File: src/rtl/fd_stage_buffer.sv
// fd_stage_buffer: fetch-to-decode pipeline register with a valid/ready handshake,
// a flush that inserts a bubble, and misaligned-PC exception tagging.
// Optional macro FD_SKID_BUFFER_EN: builds a two-entry skid FIFO with a registered
// in_ready. Without the macro, a single entry is built and in_ready is combinational.
// Every decode-side output comes straight from a register. A slot that goes
// empty is cleared, so out_instr reads 0 while out_valid is low.

module fd_stage_buffer #(
    parameter int IW = 32,
    parameter int AW = 32,
    parameter int SW = 1
) (
    input  logic          clk,
    input  logic          reset,
    input  logic          in_valid,
    output logic          in_ready,
    input  logic [IW-1:0] in_instr,
    input  logic [AW-1:0] in_pc,
    input  logic [SW-1:0] in_side,
    input  logic          flush,
    output logic          out_valid,
    input  logic          out_ready,
    output logic [IW-1:0] out_instr,
    output logic [AW-1:0] out_pc,
    output logic [AW-1:0] out_pc8,
    output logic [SW-1:0] out_side,
    output logic          out_exc
);

    typedef struct packed {
        logic [IW-1:0] instr;
        logic [AW-1:0] pc;
        logic [AW-1:0] pc8;
        logic [SW-1:0] side;
        logic          exc;
    } entry_t;

    entry_t new_entry;
    logic   new_exc;
    logic   accept;
    logic   consume;

    // Build the entry captured on accept; pc8 is computed here so the output is a pure register.
    always_comb begin
        new_exc         = |in_pc[1:0];
        new_entry.exc   = new_exc;
        new_entry.instr = new_exc ? '0 : in_instr;
        new_entry.pc    = in_pc;
        new_entry.pc8   = in_pc + AW'(8);
        new_entry.side  = in_side;
    end

`ifdef FD_SKID_BUFFER_EN

    entry_t     slot0_q, slot0_d;
    entry_t     slot1_q, slot1_d;
    logic [1:0] cnt_q, cnt_d;
    logic       in_ready_q, in_ready_d;

    assign in_ready  = in_ready_q;
    assign out_valid = (cnt_q != 2'd0);
    assign accept    = in_valid && in_ready_q;
    assign consume   = out_valid && out_ready;

    // Occupancy and slot movement; slot0 feeds decode, slot1 catches the entry that arrives while decode stalls.
    always_comb begin
        slot0_d = slot0_q;
        slot1_d = slot1_q;
        cnt_d   = cnt_q;
        if (flush) begin
            slot0_d = '0;
            slot1_d = '0;
            cnt_d   = 2'd0;
        end else begin
            case (cnt_q)
                2'd0: begin
                    if (accept) begin
                        slot0_d = new_entry;
                        cnt_d   = 2'd1;
                    end
                end
                2'd1: begin
                    if (accept && consume) begin
                        slot0_d = new_entry;
                    end else if (accept) begin
                        slot1_d = new_entry;
                        cnt_d   = 2'd2;
                    end else if (consume) begin
                        slot0_d = '0;
                        cnt_d   = 2'd0;
                    end
                end
                2'd2: begin
                    if (consume) begin
                        slot0_d = slot1_q;
                        slot1_d = '0;
                        cnt_d   = 2'd1;
                    end
                end
                default: begin
                    slot0_d = '0;
                    slot1_d = '0;
                    cnt_d   = 2'd0;
                end
            endcase
        end
        in_ready_d = (cnt_d != 2'd2);
    end

    // State registers; in_ready comes back high straight out of reset.
    always_ff @(posedge clk) begin
        if (reset) begin
            slot0_q    <= '0;
            slot1_q    <= '0;
            cnt_q      <= 2'd0;
            in_ready_q <= 1'b1;
        end else begin
            slot0_q    <= slot0_d;
            slot1_q    <= slot1_d;
            cnt_q      <= cnt_d;
            in_ready_q <= in_ready_d;
        end
    end

`else

    entry_t slot0_q, slot0_d;
    logic   valid_q, valid_d;

    assign in_ready  = !valid_q || out_ready;
    assign out_valid = valid_q;
    assign accept    = in_valid && in_ready;
    assign consume   = valid_q && out_ready;

    // Single entry: flush wins, an accept replaces (even alongside a consume), a bare consume empties.
    always_comb begin
        slot0_d = slot0_q;
        valid_d = valid_q;
        if (flush) begin
            slot0_d = '0;
            valid_d = 1'b0;
        end else if (accept) begin
            slot0_d = new_entry;
            valid_d = 1'b1;
        end else if (consume) begin
            slot0_d = '0;
            valid_d = 1'b0;
        end
    end

    // State registers.
    always_ff @(posedge clk) begin
        if (reset) begin
            slot0_q <= '0;
            valid_q <= 1'b0;
        end else begin
            slot0_q <= slot0_d;
            valid_q <= valid_d;
        end
    end

`endif

    assign out_instr = slot0_q.instr;
    assign out_pc    = slot0_q.pc;
    assign out_pc8   = slot0_q.pc8;
    assign out_side  = slot0_q.side;
    assign out_exc   = slot0_q.exc;

endmodule

File: config.mk
export PLATFORM = sky130hd
export DESIGN_NAME = fd_stage_buffer
export DESIGN_NICKNAME = d
export VERILOG_FILES = /design/src/rtl/fd_stage_buffer.sv
export SDC_FILE = /design/constraint.sdc
export NUM_CORES = 1
export LEC_CHECK = 0
export CELL_PAD_IN_SITES_DETAIL_PLACEMENT = 1
export CELL_PAD_IN_SITES_GLOBAL_PLACEMENT = 1
export CORE_MARGIN = 10
export CORE_UTILIZATION = 40
export CTS_CLUSTER_DIAMETER = 50
export DETAILED_ROUTE_END_ITERATION = 10
export DONT_BUFFER_PORTS = 1
export GPL_TIMING_DRIVEN = 0
export PLACE_DENSITY = 0.68
export RECOVER_POWER = 50
export SYNTH_ARGS = -nofsm -noshare
export SYNTH_HDL_FRONTEND = slang
export SYNTH_SLANG_ARGS = --single-unit
export TNS_END_PERCENT = 100
File: constraint.sdc
create_clock -name clk -period 3 [get_ports clk]
set_input_delay 0.6 -clock clk [delete_from_list [all_inputs] [get_ports clk]]
set_output_delay 0.6 -clock clk [all_outputs]
set_load 0.1 [all_outputs]
; ---- Yosys cells after proc, flatten, opt, wreduce, memory -nomap -nowiden
; Cells that the tools add are included.
[word_totals]
latch_bits = 0
output_inout_bits = 100
mem_bits_rw = 0
input_bits = 70
regBits = 99
rom_bits = 0
memories = 0
[op_classes]
n_div = 0
addsub = 1
bitwise = 0
reduce_logical = 7
magnitude_cmp = 0
n_eq_ne = 0
muxes = 5
mul = 0
shift = 0
[op_table]
columns = operator, count
row1 = 2-to-1 mux 98 bit, 2
row2 = adder 32 x 4 -> 32 bit (second input constant), 1
row3 = 2-to-1 mux 32 bit, 1
row4 = OR reduction 2 bit, 2
row5 = logical AND 1 bit, 2
row6 = 2-to-1 mux 1 bit, 2
row7 = nonzero test 2 bit, 1
row8 = logical NOT 1 bit, 1
row9 = logical OR 1 bit, 1

; ---- Longest topological paths before layout
; Gate-level depths: netlist (run 1).
[logic_depth]
ltp_word = 4
mapped_depth = 7
depth_no_buf = 6

; ---- Worst setup path after synthesis (run 1)
; Ideal clock, no wire load.
[synth_path]
kind = register to register
startpoint = register valid_q, in the netlist out_valid
endpoint = register slot0_q (netlist bit out_pc[1])
arrival_ps = 2770
setup_ps = 128
path_stages_with_launch = 7
path_slack_ps = 102
path_buffers = 2
required_ps = 2872
cell_sequence = dfxtp_1 > nand2b_1 > and2_1 > clkbuf_1 > clkbuf_1 > a22oi_1 > nor2_1
[synth_via]
elab_chain_cells = 4
elab_cells_between_ends = 6
[synth_rtl]
columns = item, line_no
row1 = from (decl), 128  ; logic valid_q, valid_d;
row2 = from (signal assigned), 158  ; valid_q <= valid_d;
row3 = logical NOT 1 bit *, 130  ; assign in_ready = !valid_q || out_ready;
row4 = logical OR 1 bit *, 130
row5 = via in_ready, 16  ; output logic in_ready,
row6 = logical AND 1 bit *, 132  ; assign accept = in_valid && in_ready;
row7 = 2-to-1 mux 98 bit or nonzero test 2 bit (tied branches), --
row8 = to (signal assigned), 157  ; slot0_q <= slot0_d;
row9 = to (decl), 127  ; entry_t slot0_q, slot0_d;
; Mark *: on every way through the listed nets, which the timed path passes. The rest lies on a longest branch.
; A chain may end at the register's enable or synchronous reset.

; ---- Worst setup path in the final report (run 1)
[layout_path]
startpoint = register valid_q, in the netlist out_valid
endpoint = register slot0_q (netlist bit out_instr[0])
; Same word-level chain as after synthesis.

==> run summary, run 1 <==
Non-filler cells, final: 534
Actual slew at the worst max-slew pin: 1040 ps
Placed cell area: 0.00386 mm²
Die Wd: 117 µm
Largest net degree at the start of global routing: 17
Placed Cells: 518
Die boundary height: 117 µm
Clock root cell: clkbuf_8
Initial Util: 40.7%
Min-Delay Endpoint: out_valid
Cell variety after synth: 32
Total track usage: 16.6%
Flop-to-flop setup slack: 530 ps
RSZ-0062 raised after global routing: false
Vias: 2987
Post-DP HPWL: 9270 µm
TritonCTS clock tree: yes
Cells after Synth: 407
Final setup TNS: 0 ps
Synthesized area: 0.00373 mm²
Power per Cell Area: 659 mW/mm²
Worst skew pair latency: 360 ps
Detail Route Antenna Nets: 0
Max Cap Viol: 0
# hold bufs at CTS: 0
Worst setup SP type: flop
Kind of critical path: flop to flop
Finished Cell Area: 0.00408 mm²
Top-level I/O count: 170
R2r startpoint: out_valid
Max Clock Freq: 405 MHz
Leakage: 1.45 nW
Maximum vdd drop: 0.274 mV
Max-slew headroom: 30.6%
Final setup fails: 0
Via density: 5.59
Nets: 489
Status: completed
CP endpoint kind: flop
Worst hold path depth: 2
Seq cells post-synth: 96
Final Wtd Congestion: 0.757
Worst r2r path cells: 6
DRT Pass-1 Iters: 4
Max Transition Viols Final: 0
Row cnt: 35
Overall power: 2.69 mW
Post-synthesis area per instance: 9.15 µm²
Initial antenna violation count: 0
# H-tree levels: 3
Vias in the first global route: 3095
First-pass GRT wire length: 17500 µm
Crit path required time: 3290 ps
Clock tree buffer depth: 2
Buffers on Ports: 0
Routed WL per cell: 21.6 µm
Min-delay worst type: input port to flop
Final Util: 44.6%
Clock Skew: 12.6 ps
Area growth, synth to finish: 9.60%
Drt drc: 0
Sequential area share after synthesis: 51.6%
Clk sink count: 96
Crit-path max FO: 10
Fill cells: 1080
Share of cells above drive strength 1: 8.51%
Hold wc startpoint: in_valid
Commonest non-fill, non-tap cell in the layout: dfxtp_1
Core box area: 0.00915 mm²
GRT overflow: 0
R2r endpoint: out_instr[0]
Yosys warning count: 0
Antenna fix cells: 0
Die footprint: 0.0136 mm²
Syn_nets: 478
Worst EP arrival: 2760 ps
Period utilisation layout: 82.3%
Worst-path clk slew: 100 ps
Most frequent cells in the layout: 95 x dfxtp_1, 77 x nor2_1, 72 x a22oi_1, 28 x nand2_1, 19 x xor2_1
TritonCTS buffer count: 9
Final Hold Fails: 0
Min Tclk post-route: 2470 ps
Drt initial violations: 106
Final WL: 11500 µm
==> what timing repair did <==
action,in CTS,in global routing
resized for setup,1,1
endpoints found under the setup margin,90,15
buffers inserted,0,0
==> cell families (layout without fill, tap and decap cells) <==
| group | count (synthesis) | in the layout | synth area share, % |
|---|---|---|---|
| flip-flops | 96 | 96 | 51.6 |
| AO/OA/AOI/OAI | 97 | 97 | 18.1 |
| multiplexers | 1 | 1 | 0.269 |
| adder cells (fa/ha/maj) | 1 | 1 | 0.336 |
| XOR/XNOR | 27 | 27 | 6.35 |
| AND/OR/NAND/NOR | 147 | 147 | 18.4 |
| buffers and inverters | 38 | 54 | 4.97 |
==> worst max-delay path by stage <==
stage                          endpoint  slack (ps)      start
final                      out_instr[0]         530  out_valid
after global routing      out_instr[24]         330  out_valid
after detailed placement     out_pc[14]        -300  out_valid
after CTS                    out_pc[14]          50  out_valid
after global placement        out_pc[2]        -290  out_valid
after floorplan               out_pc[1]         100  out_valid
==> cell usage after synthesis <==
cell type / number / area share, %
nand4_1: 8 / 1.3
o21ai_0: 2 / 0.27
nand4_2: 2 / 0.67
bufinv_8: 1 / 0.47
and3_1: 4 / 0.67
clkbuf_1: 17 / 1.7
buf_2: 5 / 0.67
xnor2_1: 8 / 1.9
and4_1: 2 / 0.47
buf_1: 7 / 0.71
nand3_1: 14 / 1.9
nor3_1: 1 / 0.13
nor3_2: 2 / 0.54
o21ai_2: 2 / 0.47
and2_1: 2 / 0.34
a21oi_1: 3 / 0.40
nor2b_1: 1 / 0.17
nand3_2: 1 / 0.27
or2_0: 1 / 0.17
mux2i_1: 1 / 0.27
nor2_1: 77 / 7.8
ha_1: 1 / 0.34
dfxtp_1: 96 / 52
nand2_1: 28 / 2.8
a22oi_1: 72 / 15
buf_4: 4 / 0.81
inv_1: 3 / 0.30
xor2_1: 19 / 4.5
nand2b_1: 2 / 0.34
buf_6: 1 / 0.30
o21ai_1: 18 / 2.4
nor3_4: 2 / 0.87
==> area by class of cell <==
class                      instances  area (µm²)  share of cell area [%]
buffer                            34         156                    3.83
tap                              111         139                    3.40
multi-input combinational        273        1620                    39.6
clock buffer                      10         128                    3.12
sequential                        96        1920                    47.1
clock inverter                     6        92.6                    2.27
inverter                           4        28.8                   0.705
==> routing by layer <==
metal	vias up	part of all wire (%)	track usage, %
li1	1436	-	-
met1	1430	37	17.7
met2	111	50	28.1
met3	10	12	8.32
met4	0	1.1	4.75
met5	-	0	0
==> report_power, final <==
part | switching (mW) | leakage (nW) | internal, mW
sequential | 0.269 | 0.780 | 1.31
clock | 0.460 | 0.108 | 0.476
combinational | 0.118 | 0.558 | 0.0626
==> worst max-delay path, stage by stage, from the launching register on <==
cell and delay, ps:
dfxtp_2 520, nand2b_2 550, nand2_1 150, nor3_1 470, clkbuf_1 450, a22oi_1 130, nor2_1 140
==> state kept, by name, summed over array words and instances, names as in the netlist <==
register	cells
out_exc	1
out_valid	1
out_pc	32
out_pc8	29
out_instr	32
out_side	1
==> through the flow <==
stage	setup slack, ps	hold slack [ps]
floorplan	102	729
global placement	-290	735
CTS	51.7	357
finish	530	368
detailed placement	-303	745
global route	333	367
No activity file was read; power rests on OpenSTA's default activity.
==> run 2: changes to the inputs <==
Clock period 3 ns to 2.4 ns, I/O delays scaled along.
==> run summary, run 2 (synthesized netlist as in run 1, its figures left out) <==
Vias in the first global route: 3172 (was 3095)
Final WL: 11400 µm (was 11500 µm)
Power per Cell Area: 810 mW/mm² (was 659 mW/mm²)
RSZ-0062 raised after global routing: false (unchanged)
Multi-input gate area: 0.00163 mm² (was 0.00162 mm²)
Die Wd: 117 µm (unchanged)
Commonest non-fill, non-tap cell in the layout: dfxtp_1 (unchanged)
Combinational Power Share: 6.8% (was 6.7%)
Routed WL per cell: 21.3 µm (was 21.6 µm)
Initial Util: 40.7% (unchanged)
Clock tree buffer depth: 2 (unchanged)
Nets: 489 (unchanged)
Worst EP arrival: 1830 ps (was 2760 ps)
Non-filler cells, final: 534 (unchanged)
Crit path required time: 1920 ps (was 3290 ps)
Max Cap Viol: 0 (unchanged)
Top-level I/O count: 170 (unchanged)
Register area: 0.00192 mm² (unchanged)
Actual slew at the worst max-slew pin: 1050 ps (was 1040 ps)
Buffers on Ports: 0 (unchanged)
Drt drc: 0 (unchanged)
Worst-path clk slew: 100 ps (about the same)
Area growth, synth to finish: 9.64% (was 9.60%)
Worst setup SP type: flop (unchanged)
Row cnt: 35 (unchanged)
Seq pwr share: 59.5% (was 58.5%)
Status: completed (unchanged)
TritonCTS clock tree: yes (unchanged)
Maximum vdd drop: 0.374 mV (was 0.274 mV)
Grt met1 use: 17.5% (was 17.7%)
Clock group share of total power: 33.7% (was 34.8%)
Detail Route Antenna Nets: 0 (unchanged)
Setup repair bufs after CTS: 0 (unchanged)
Kind of critical path: flop to output pin (was flop to flop)
Fin Hold WS: 252 ps (was 368 ps)
DRT Pass-1 Iters: 4 (unchanged)
Min Tclk post-route: 2310 ps
Max Clock Freq: 434 MHz
Clk sink count: 96 (unchanged)
Flop-to-flop setup slack: 220 ps (was 530 ps)
Final Hold Fails: 0 (unchanged)
Bufs and invs on worst path: 1 (unchanged)
Psw: 1.07 mW (was 0.847 mW)
Share of cells above drive strength 1: 8.98% (was 8.51%)
Min-delay worst type: input port to flop (unchanged)
Sw Ratio: 32.4% (was 31.5%)
Most used routing layer: met2 (unchanged)
M3 GR Usage: 8.99% (was 8.32%)
GRT overflow: 0 (unchanged)
Leakage: 1.45 nW (about the same)
TritonCTS buffer count: 9 (unchanged)
Core box area: 0.00915 mm² (unchanged)
Critical-path cell list: buf_4 (was nand2b_2 -> nand2_1 -> nor3_1 -> clkbuf_1 -> a22oi_1 -> nor2_1)
CP top delay family: flip-flops (was simple AND/OR/NAND/NOR gates)
Die boundary height: 117 µm (unchanged)
Die footprint: 0.0136 mm² (unchanged)
Placed Cells: 518 (unchanged)
Period utilisation layout: 96.1%
Final setup fails: 0 (unchanged)
First-pass GRT wire length: 17600 µm (was 17500 µm)
Largest net degree at the start of global routing: 18 (was 17)
Antenna fix cells: 0 (unchanged)
Initial antenna violation count: 0 (unchanged)
# hold bufs at CTS: 0 (unchanged)
Fill cells: 1084 (was 1080)
Crit-path max FO: 3 (was 10)
Max-slew headroom: 29.6% (was 30.6%)
Clock Skew: 11.2 ps (was 12.6 ps)
Max Transition Viols Final: 0 (unchanged)
Int Pwr: 2.24 mW (was 1.85 mW)
Total track usage: 16.4% (was 16.6%)
Most frequent cells in the layout: 95 x dfxtp_1, 77 x nor2_1, 72 x a22oi_1, 28 x nand2_1, 19 x xor2_1 (unchanged)
Via density: 5.56 (was 5.59)
Routing usage on met2: 27.7% (was 28.1%)
# H-tree levels: 3 (unchanged)
Delay of the slowest critical-path stage: 1030 ps (was 550 ps)
Post-DP HPWL: 8990 µm (was 9270 µm)
Worst skew pair latency: 350 ps (was 360 ps)
Clock root cell: clkbuf_8 (unchanged)
CP max-delay cell: dfxtp_1 (was nand2b_2)
CP endpoint kind: output pin (was flop)
Post-CTS Resized: 1 (unchanged)
Vias: 2971 (was 2987)
Final Wtd Congestion: 0.742 (was 0.757)
Drt initial violations: 154 (was 106)
## run 2: changes by cell type in the layout (fill, tap and decap cells not counted)
cell / change
clkbuf_8: +1
nand2b_4: +1
nand2b_2: -1
nor3_1: -1
clkinv_2: -1
inv_6: +2
bufinv_16: -1
clkbuf_1: -1
nor3_2: +1
clkinv_4: -1
clkinvlp_4: +1
## run 2: worst paths after layout
check	endpoint	cells past startpoint	start
max reg2reg	out_pc[3]	6	out_valid
min	out_valid	2	in_valid
max	out_pc8[0]	1	out_pc[0]
min reg2reg	out_pc8[25]	2	out_pc8[25]
## run 2: per-layer routing
layer / routed length, µm / vias up
li1: - / 1433
met1: 4200 / 1420
met2: 5600 / 110
met3: 1450 / 8
met4: 114 / 0
met5: 0 / -
## run 2: per-stage QoR
step	worst slack, ps	TNS, ps	instance area, µm²	util, %	power (mW)
4_1_cts	62.2	0	4090	44.6	3.36
5_1_grt	1.22	0	4090	44.6	3.46
3_3_place_gp	1.84	0	3870	42.3	2.23
2_1_floorplan	300	0	3730	-	2.17
3_5_place_dp	-20.3	-125	3870	42.3	2.24
6_report	94.4	0	4090	44.6	3.31
## run 2: power by group through the flow
stage | sequential (mW) | clock (mW) | combinational, mW
2_1_floorplan | 1.99 | 0 | 0.181
3_3_place_gp | 2.01 | 0 | 0.224
3_5_place_dp | 2.01 | 0 | 0.230
4_1_cts | 1.97 | 1.16 | 0.231
5_1_grt | 1.98 | 1.23 | 0.256
6_report | 1.97 | 1.11 | 0.226
## run 2: area by class of cell
cell class,instances,area share (%)
Buffer,34,3.83
Clock buffer,10,3.37
Clock inverter,6,1.81
Inverter,4,0.704
Multi-Input combinational cell,273,39.8
Sequential cell,96,47.1
Tap cell,111,3.40
## run 2: worst register-to-register path: stages (launching register included)
cell,delay [ps]
dfxtp_2,730
nand2b_4,350
and2_1,270
clkbuf_1,160
clkbuf_1,290
a22oi_1,230
nor2_1,50
==> run 3: changes to the inputs <==
Settings changed: ABC_AREA from default to 1, PLACE_DENSITY 0.68 to 0.71.
==> run summary, run 3 <==
Status: completed (unchanged)
Post-synth top area cell: dfxtp_1 (unchanged)
Min Tclk post-route: 2300 ps (was 2310 ps)
Initial Util: 40.6% (was 40.7%)
Non-filler cells, final: 775 (was 534)
Multi-input gate area: 0.00208 mm² (was 0.00163 mm²)
Largest cells by area after synthesis: dfxtp_1 44%, nand2_1 20%, a21oi_1 9.4% (was dfxtp_1 52%, a22oi_1 15%, nor2_1 7.8%)
Nets: 701 (was 489)
Drt drc: 0 (unchanged)
CP top delay family: flip-flops (unchanged)
Max-slew headroom: 30.5% (was 29.6%)
Yosys warning count: 0 (unchanged)
RSZ-0062 raised after global routing: false (unchanged)
Synth top cells by count: 236 x nand2_1, 96 x dfxtp_1, 82 x a21oi_1 (was 96 x dfxtp_1, 77 x nor2_1, 72 x a22oi_1)
Syn_nets: 690 (was 478)
Placed Cells: 759 (was 518)
# H-tree levels: 3 (unchanged)
Most frequent cells in the layout: 236 x nand2_1, 95 x dfxtp_1, 82 x a21oi_1, 42 x inv_1, 38 x nor2_1 (was 95 x dfxtp_1, 77 x nor2_1, 72 x a22oi_1, 28 x nand2_1, 19 x xor2_1)
Post-synthesis area per instance: 7.04 µm² (was 9.15 µm²)
Initial antenna violation count: 0 (unchanged)
Critical-path cell list: buf_4 (unchanged)
Share of cells above drive strength 1: 11.3% (was 8.98%)
Max Transition Viols Final: 0 (unchanged)
Leakage: 1.98 nW (was 1.45 nW)
Vias: 4017 (was 2971)
Row cnt: 38 (was 35)
Top_reg_cell synth: dfxtp_1 (unchanged)
Bufs and invs on worst path: 1 (unchanged)
Drt initial violations: 177 (was 154)
Maximum vdd drop: 0.471 mV (was 0.374 mV)
Most frequent cell after synthesis: nand2_1 (was dfxtp_1)
Largest net degree at the start of global routing: 16 (was 18)
Overall power: 3.30 mW (was 3.31 mW)
Crit path required time: 1920 ps (about the same)
Max Cap Viol: 0 (unchanged)
Detail Route Antenna Nets: 0 (unchanged)
Worst setup SP type: flop (unchanged)
Core box area: 0.0107 mm² (was 0.00915 mm²)
Synthesized area: 0.00436 mm² (was 0.00373 mm²)
Clock Skew: 12.3 ps (was 11.2 ps)
Register area: 0.00192 mm² (unchanged)
Hold wc startpoint: in_instr[18] (was in_valid)
Power per Cell Area: 699 mW/mm² (was 810 mW/mm²)
EDFF count, synth: 0 (unchanged)
Die Wd: 124 µm (was 117 µm)
Clk sink count: 96 (unchanged)
CP endpoint kind: output pin (unchanged)
Final setup fails: 0 (unchanged)
Clock root cell: clkbuf_8 (unchanged)
Worst EP arrival: 1820 ps (was 1830 ps)
First-pass GRT wire length: 23700 µm (was 17600 µm)
Kind of critical path: flop to output pin (unchanged)
Buffers on Ports: 0 (unchanged)
Actual slew at the worst max-slew pin: 1040 ps (was 1050 ps)
Crit-path max FO: 3 (unchanged)
Cell variety after synth: 34 (was 32)
Synth top area share: 44.1% (was 51.6%)
Final WL: 14800 µm (was 11400 µm)
Via density: 5.18 (was 5.56)
Fill cells: 1413 (was 1084)
Clock tree buffer depth: 2 (unchanged)
Fraction of registers with async set/reset: 0% (unchanged)
CP max-delay cell: dfxtp_1 (unchanged)
Post-DP HPWL: 11800 µm (was 8990 µm)
Worst skew pair latency: 380 ps (was 350 ps)
Sequential area share after synthesis: 44.1% (was 51.6%)
Final Hold Fails: 0 (unchanged)
GRT overflow: 0 (unchanged)
Delay of the slowest critical-path stage: 1000 ps (was 1030 ps)
R2r startpoint: out_valid (unchanged)
Total track usage: 18.9% (was 16.4%)
Commonest non-fill, non-tap cell in the layout: nand2_1 (was dfxtp_1)
Antenna fix cells: 0 (unchanged)
Min-delay worst type: input port to flop (unchanged)
Vias in the first global route: 4165 (was 3172)
TritonCTS buffer count: 9 (unchanged)
Final Wtd Congestion: 0.843 (was 0.742)
Fin Hold WS: 232 ps (was 252 ps)
Cells after Synth: 619 (was 407)
Final Util: 43.9% (was 44.6%)
Seq cells post-synth: 96 (unchanged)
Worst-path clk slew: 90 ps (was 100 ps)
Die footprint: 0.0155 mm² (was 0.0136 mm²)
Max Clock Freq: 435 MHz (was 434 MHz)
Routed WL per cell: 19.1 µm (was 21.3 µm)
Die boundary height: 124 µm (was 117 µm)
TritonCTS clock tree: yes (unchanged)
Top-level I/O count: 170 (unchanged)
Period utilisation layout: 95.7% (was 96.1%)
Area growth, synth to finish: 8.30% (was 9.64%)
Crit. Startpoint: out_pc[2] (was out_pc[0])
DRT Pass-1 Iters: 4 (unchanged)
## run 3: worst paths after layout
| path | endpoint | slack [ps] | cells after the start |
|---|---|---|---|
| worst max-delay path | out_pc8[2] | 100 | 1 |
| worst min-delay path | out_instr[18] | 230 | 2 |
| worst max register to register | out_pc8[9] | 220 | 7 |
| worst min register to register | out_instr[3] | 940 | 2 |
## run 3: kinds of logic after synthesis
group	after synthesis	synth area share, %
xor gates and xnor gates	1	0.201
AOI/OAI and AO/OA	96	11.3
adders and majority gates	1	0.287
buffers and inverters	78	8.35
and+or+nand+nor	347	35.7
DFF	96	44.1
## run 3: routing by layer
metal	global-route usage [%]	vias up	wire length [µm]
li1	-	1977	-
met2	31.4	114	7280
met5	0	-	0
met4	5.21	0	223
met3	7.96	14	1310
met1	21.6	1912	6030
## run 3: final cells by class
type / count / share of cell area [%]
inverter: 47 / 3.84
multi-input combinational: 445 / 44.0
clock buffer: 12 / 3.29
buffer: 31 / 3.84
clock inverter: 4 / 0.557
tap: 140 / 3.71
sequential: 96 / 40.7
## run 3: worst register-to-register path: cells and delay by family (launching register included)
kind                   cells  cell delay (ps)
and+or+nand+nor            3              500
buffers and inverters      2              580
DFF                        1              720
AOI/OAI and AO/OA          2              340
## run 3: through the flow
| step | setup WS (ps) | instance area, µm² | setup TNS, ps |
|---|---|---|---|
| floorplan | 348 | 4360 | 0 |
| global placement | 4.52 | 4530 | 0 |
| detailed placement | -14.3 | 4530 | -26.9 |
| finish | 103 | 4720 | 0 |
| global route | 22.6 | 4720 | 0 |
| CTS | 82.7 | 4720 | 0 |
## run 3: timing repair
action                                  4_1_cts  5_1_grt
hold buffers                                  0        0
buffers inserted                              0        0
endpoints found under the setup margin       26        0
gates resized for setup                       1        0
## run 3: power breakdown
group	internal, mW	switching (mW)	total, mW
Combinational	0.0929	0.224	0.317
Clock	0.435	0.583	1.02
Sequential	1.63	0.330	1.96
Total	2.16	1.14	3.30
